`src/rtl/mem_stage_pkg.sv`:
```
// Shared opcode/funct3 encodings, FSM states and the misalignment/illegal-op
// predicate used by the memory stage.
package mem_stage_pkg;

    localparam logic [4:0] OP_LOAD  = 5'b00000;
    localparam logic [4:0] OP_STORE = 5'b01000;

    localparam logic [2:0] F3_B  = 3'b000;
    localparam logic [2:0] F3_H  = 3'b001;
    localparam logic [2:0] F3_W  = 3'b010;
    localparam logic [2:0] F3_BU = 3'b100;
    localparam logic [2:0] F3_HU = 3'b101;

    typedef enum logic [1:0] {
        ST_IDLE = 2'd0,
        ST_REQ  = 2'd1,
        ST_DONE = 2'd2
    } state_e;

    // funct3[1:0] is the access size for both signed and unsigned variants.
    function automatic logic mem_op_illegal(input logic       is_load,
                                            input logic [2:0] funct3,
                                            input logic [1:0] off);
        logic bad;
        bad = 1'b0;
        if (is_load) begin
            bad = (funct3 == 3'b011) || (funct3 == 3'b110) || (funct3 == 3'b111);
        end else begin
            bad = (funct3 > F3_W);
        end
        if ((funct3[1:0] == 2'b01) && off[0]) begin
            bad = 1'b1;
        end
        if ((funct3[1:0] == 2'b10) && (off != 2'b00)) begin
            bad = 1'b1;
        end
        return bad;
    endfunction

endpackage

```
`src/rtl/mem_stage_lsu_align.sv`:
```
// Byte-lane alignment: store byte enables / lane replication and load
// lane extraction with sign or zero extension. Purely combinational.
module mem_stage_lsu_align
    import mem_stage_pkg::*;
(
    input  logic [2:0]  funct3_i,
    input  logic [1:0]  off_i,
    input  logic [31:0] store_data_i,
    input  logic [31:0] load_word_i,
    output logic [3:0]  be_o,
    output logic [31:0] wdata_o,
    output logic [31:0] load_data_o
);

    logic [4:0]  lane_sh;
    logic [31:0] shifted;

    always_comb begin
        lane_sh = {off_i, 3'b000};
        shifted = load_word_i >> lane_sh;

        be_o    = 4'b1111;
        wdata_o = store_data_i;
        case (funct3_i[1:0])
            2'b00: begin
                be_o    = 4'b0001 << off_i;
                wdata_o = {4{store_data_i[7:0]}};
            end
            2'b01: begin
                be_o    = 4'b0011 << off_i;
                wdata_o = {2{store_data_i[15:0]}};
            end
            default: begin
                be_o    = 4'b1111;
                wdata_o = store_data_i;
            end
        endcase

        load_data_o = load_word_i;
        case (funct3_i)
            F3_B:    load_data_o = {{24{shifted[7]}}, shifted[7:0]};
            F3_BU:   load_data_o = {24'h000000, shifted[7:0]};
            F3_H:    load_data_o = {{16{shifted[15]}}, shifted[15:0]};
            F3_HU:   load_data_o = {16'h0000, shifted[15:0]};
            default: load_data_o = load_word_i;
        endcase
    end

endmodule

```
`src/rtl/mem_stage.sv`:
```
// Memory-access pipeline stage: runs LOAD/STORE over a req/ack data port and
// registers the result into the MEM/WB register; other ops pass in one cycle.
module mem_stage
    import mem_stage_pkg::*;
#(
    parameter int RFW = 5,
    parameter int IMW = 4,
    parameter int DW  = 32,
    parameter int IW  = 32
) (
    input  logic           clk,
    input  logic           rst,
    input  logic           in_valid,
    output logic           in_ready,
    input  logic [IW-1:0]  inst,
    input  logic [RFW-1:0] rd,
    input  logic [DW-1:0]  alu_res,
    input  logic [DW-1:0]  rs2_data,
    output logic           dmem_req,
    output logic           dmem_we,
    output logic [DW-1:0]  dmem_addr,
    output logic [DW-1:0]  dmem_wdata,
    output logic [IMW-1:0] dmem_be,
    input  logic           dmem_ack,
    input  logic [DW-1:0]  dmem_rdata,
    output logic           wb_valid,
    output logic [IW-1:0]  wb_inst,
    output logic [RFW-1:0] wb_rd,
    output logic [DW-1:0]  wb_data,
    output logic           wb_err
);

    state_e state_q, state_d;

    logic           req_q, we_q;
    logic [DW-1:0]  addr_q, wdata_q;
    logic [IMW-1:0] be_q;
    logic [IW-1:0]  inst_q;
    logic [RFW-1:0] rd_q;
    logic [2:0]     f3_q;
    logic [1:0]     off_q;

    logic           wb_valid_q, wb_err_q;
    logic [IW-1:0]  wb_inst_q;
    logic [RFW-1:0] wb_rd_q;
    logic [DW-1:0]  wb_data_q;

    logic [4:0] opcode;
    logic [2:0] funct3;
    logic [1:0] off;
    logic       is_load, is_store, is_mem, illegal, accept;

    logic [2:0]     align_f3;
    logic [1:0]     align_off;
    logic [IMW-1:0] align_be;
    logic [DW-1:0]  align_wdata, align_load;

    assign opcode   = inst[6:2];
    assign funct3   = inst[14:12];
    assign off      = alu_res[1:0];
    assign is_load  = (opcode == OP_LOAD);
    assign is_store = (opcode == OP_STORE);
    assign is_mem   = is_load | is_store;
    assign illegal  = mem_op_illegal(is_load, funct3, off);
    assign accept   = in_valid & in_ready;

    // The aligner serves the store path at accept time and the load path at ack time.
    assign align_f3  = (state_q == ST_REQ) ? f3_q  : funct3;
    assign align_off = (state_q == ST_REQ) ? off_q : off;

    mem_stage_lsu_align u_lsu_align (
        .funct3_i     (align_f3),
        .off_i        (align_off),
        .store_data_i (rs2_data),
        .load_word_i  (dmem_rdata),
        .be_o         (align_be),
        .wdata_o      (align_wdata),
        .load_data_o  (align_load)
    );

    always_ff @(posedge clk) begin
        if (rst) begin
            state_q <= ST_IDLE;
        end else begin
            state_q <= state_d;
        end
    end

    always_comb begin
        state_d = state_q;
        case (state_q)
            ST_IDLE: if (accept && is_mem && !illegal) state_d = ST_REQ;
            ST_REQ:  if (dmem_ack) state_d = ST_DONE;
            ST_DONE: state_d = ST_IDLE;
            default: state_d = ST_IDLE;
        endcase
    end

    always_comb begin
        in_ready = (state_q == ST_IDLE);
    end

    always_ff @(posedge clk) begin
        if (rst) begin
            req_q      <= 1'b0;
            we_q       <= 1'b0;
            addr_q     <= '0;
            wdata_q    <= '0;
            be_q       <= '0;
            inst_q     <= '0;
            rd_q       <= '0;
            f3_q       <= '0;
            off_q      <= '0;
            wb_valid_q <= 1'b0;
            wb_inst_q  <= '0;
            wb_rd_q    <= '0;
            wb_data_q  <= '0;
            wb_err_q   <= 1'b0;
        end else begin
            wb_valid_q <= 1'b0;
            case (state_q)
                ST_IDLE: begin
                    if (accept) begin
                        if (!is_mem || illegal) begin
                            wb_valid_q <= 1'b1;
                            wb_inst_q  <= inst;
                            wb_rd_q    <= rd;
                            wb_data_q  <= is_mem ? '0 : alu_res;
                            wb_err_q   <= is_mem;
                        end else begin
                            inst_q  <= inst;
                            rd_q    <= rd;
                            f3_q    <= funct3;
                            off_q   <= off;
                            req_q   <= 1'b1;
                            we_q    <= is_store;
                            addr_q  <= {alu_res[DW-1:2], 2'b00};
                            be_q    <= align_be;
                            wdata_q <= align_wdata;
                        end
                    end
                end
                ST_REQ: begin
                    // Result is registered on the ack edge so it is visible during DONE.
                    if (dmem_ack) begin
                        req_q      <= 1'b0;
                        wb_valid_q <= 1'b1;
                        wb_inst_q  <= inst_q;
                        wb_rd_q    <= rd_q;
                        wb_data_q  <= we_q ? '0 : align_load;
                        wb_err_q   <= 1'b0;
                    end
                end
                default: ;
            endcase
        end
    end

    assign dmem_req   = req_q;
    assign dmem_we    = we_q;
    assign dmem_addr  = addr_q;
    assign dmem_wdata = wdata_q;
    assign dmem_be    = be_q;
    assign wb_valid   = wb_valid_q;
    assign wb_inst    = wb_inst_q;
    assign wb_rd      = wb_rd_q;
    assign wb_data    = wb_data_q;
    assign wb_err     = wb_err_q;

endmodule

```
`config.mk`:
```
export PLATFORM = sky130hd
export DESIGN_NAME = mem_stage
export DESIGN_NICKNAME = d
export VERILOG_FILES = /design/src/rtl/mem_stage_pkg.sv /design/src/rtl/mem_stage_lsu_align.sv /design/src/rtl/mem_stage.sv
export SDC_FILE = /design/constraint.sdc
export NUM_CORES = 1
export LEC_CHECK = 0
export ABC_AREA = 1
export CAP_MARGIN = 20
export CORE_MARGIN = 4
export CORE_UTILIZATION = 35
export CTS_CLUSTER_SIZE = 25
export DETAILED_ROUTE_END_ITERATION = 8
export GPL_ROUTABILITY_DRIVEN = 0
export GPL_TIMING_DRIVEN = 0
export SYNTH_ARGS = -nofsm -noshare
export SYNTH_HDL_FRONTEND = slang
export SYNTH_SLANG_ARGS = --single-unit
```
`constraint.sdc`:
```
create_clock -name clk -period 4.8 [get_ports clk]
set_clock_uncertainty 0.1 [all_clocks]
set_input_delay 0.72 -clock clk [delete_from_list [all_inputs] [get_ports clk]]
set_output_delay 0.72 -clock clk [all_outputs]
set_load 0.005 [all_outputs]
```
==> run metrics <==
total CTS buffers 17; Clk Latency, worst-skew pair 0.43 ns; CTS max path bufs 2; global-route usage over all layers 23.6%; Starting Density 36.0%; post-synth cell types 29; fin. max-slew vios 0; pin count of the biggest net entering global routing 19; Post-CTS Resized 0; final hold viol count 0; CTS tree yes; Root Buffer clkbuf_16; CTS clk-pin slew, worst paths 0.07 ns; Setup CP Type primary input to register; Iteration-0 DRC Markers 517; Post-Syn Area 8220 um^2; Critical Path RT 5.02 ns; P per Cell Area 292 nW/um^2; status completed; worst-margin pin slew 0.846 ns; Peak VDD IR 0.216 mV; fmax 331 MHz; share of layout cells above drive strength 1 5.47%; Tmin final around 3.0 ns; CP arrival 3.23 ns; first-pass GRT wire length 48600 um; leakage power roughly 5.0 nW; largest cells by area after synthesis dfxtp_1, o21ai_0, a21oi_1; setup violators final 0; Die X 161 um; gr ovfl total 0; die area 26000 um^2; synthesized instance count 1209; DP HPWL 24300 um; most frequent cells in the layout clkdlybuf4s50_1, o21ai_0, dfxtp_1, nand2_1, a21oi_1; post-synthesis simple-gate area fraction between 20% and 30%; CP Capture Type register; max_slew headroom between 40% and 50%; Reg area 3600 um^2; Hold WC Path Type register to register; DR vias/cell 4.91; smallest hold slack roughly 0.34 ns; Placed Cells incl. Taps 1799; fillcell total about 2300; vias 8999; Seq/Total Area, Yosys 43.8%; commonest non-fill, non-tap cell in the layout clkdlybuf4s50_1; area leader, netlist dfxtp_1; number of max-cap violations 0; Multi-input gate area 3740 um^2; post-route insts no fill 1831; xor/xnor cell area share of the yosys netlist 0%; DRC viols 0; ANT nets after route 0; overall routed net length 31500 um; DRT Pass-1 Iters 5; Mean Syn Cell Area 6.80 um^2; main combinational cell family by area after synthesis compound AO/OA/AOI/OAI gates; Cell Rows 55; initial antenna violation count 0; crit start category primary input; period utilization 62.9%; CTS sink cnt 180; final setup TNS 0 ns; RSZ-0062 raised after global routing no; Ys Warns 0; IO Count between 200 and 300; CP max FO 10; hold_buf cts 0; Ant. Diodes 0; #FFs+latches synth 180; number of port buffers 276; H-tree Lvls 4; Synth Area in Adders 0%; Core Box Area 22800 um^2; Area Growth Syn to Fin 45.4%; compound-gate portion of the synthesized area 24.0%; post-synthesis mux area share 0%; Synth top area share 43.8%; number of post-CTS setup repair buffers 0; routed len/inst 17.2 um; die height between 150 and 200 um; Final #Nets 1642; vias in the first global route 8736
[final cells by class]
class / count / share of cell area, %
timing repair buffer: 276 / 23.1
clock inverter: 14 / 1.15
inverter: 122 / 3.83
buffer: 90 / 3.52
clock buffer: 18 / 3.67
multi-input combinational: 818 / 31.3
sequential: 180 / 30.1
tap: 313 / 3.28
[state kept, by name (all words and copies together), names as in the netlist]
name / flops
dmem_addr: 30
dmem_be: 4
dmem_req: 1
dmem_wdata: 32
dmem_we: 1
inst_q: 32
off_q: 2
rd_q: 5
state_q: 2
wb_data: 32
wb_err: 1
wb_inst: 32
wb_rd: 5
wb_valid: 1
[cells in the mapped netlist]
cell type and instances:
nand2_2 1, clkbuf_2 1, inv_2 3, buf_6 3, nand4_1 1, inv_1 118
o21ai_0 213, clkbuf_1 50, nor2_2 4, a211oi_1 1, nor2_1 148, buf_2 26
o21ai_1 26, clkinv_1 1, nand3_4 1, nand3b_1 1, nand3_1 48, nor4_4 1
o211ai_1 1, buf_4 7, nor3_1 34, or2_2 1, a21oi_1 153, nand2_4 1
nand2_1 179, dfxtp_1 180, conb_1 1, buf_1 3, nand3_2 2
[per-layer routing]
layer  track usage, %  wire, um  share of wire (%)
met3             6.07      2160                6.9
met4             6.82       643                2.0
met5                0         0                  0
met2             38.3     14400                 46
met1             31.2     14400                 46
[report_power, final]
part           internal (W)  total [W]  switching [W]  leakage (nW)
Combinational      0.000271   0.000534       0.000263          3.29
Clock              0.000704    0.00139       0.000684         0.272
Sequential          0.00155    0.00157      0.0000269          1.47
[worst max-delay path: stages]
cell and delay (ns):
clkdlybuf4s50_1 0.47, nor4_4 0.79, nand3_2 0.21, nor2_2 0.33, buf_4 0.28, buf_2 0.29
a21oi_1 0.12
[path summary, 6_finish.rpt]
kind	startpoint	to	slack (ns)	cells after the start
worst max-delay path	inst[2]	inst_q[21]	1.78	7
worst min-delay path	inst_q[6]	inst_q[6]	0.34	2
worst max register to register	state_q[0]	wb_rd[2]	2.50	8
worst min register to register	inst_q[6]	inst_q[6]	0.34	2
[cells by family after synthesis]
| group | Yosys count |
|---|---|
| AND/OR/NAND/NOR | 422 |
| AO/OA/AOI/OAI | 394 |
| buffers and inverters | 212 |
| flip-flops | 180 |
| other | 1 |
[per-stage QoR]
| step | setup WS, ns | instance area [um^2] | total power (W) | util [%] |
|---|---|---|---|---|
| global route | 1.61 | 12000 | 0.00364 | 52.3 |
| floorplan | 2.70 | 8230 | 0.00183 | - |
| detailed placement | 1.30 | 11400 | 0.00214 | 49.8 |
| finish | 1.78 | 12000 | 0.00350 | 52.3 |
| global placement | 1.33 | 11400 | 0.00214 | 49.8 |
| CTS | 1.76 | 12000 | 0.00353 | 52.3 |
Note: power is estimated with default switching activity, not from simulation.
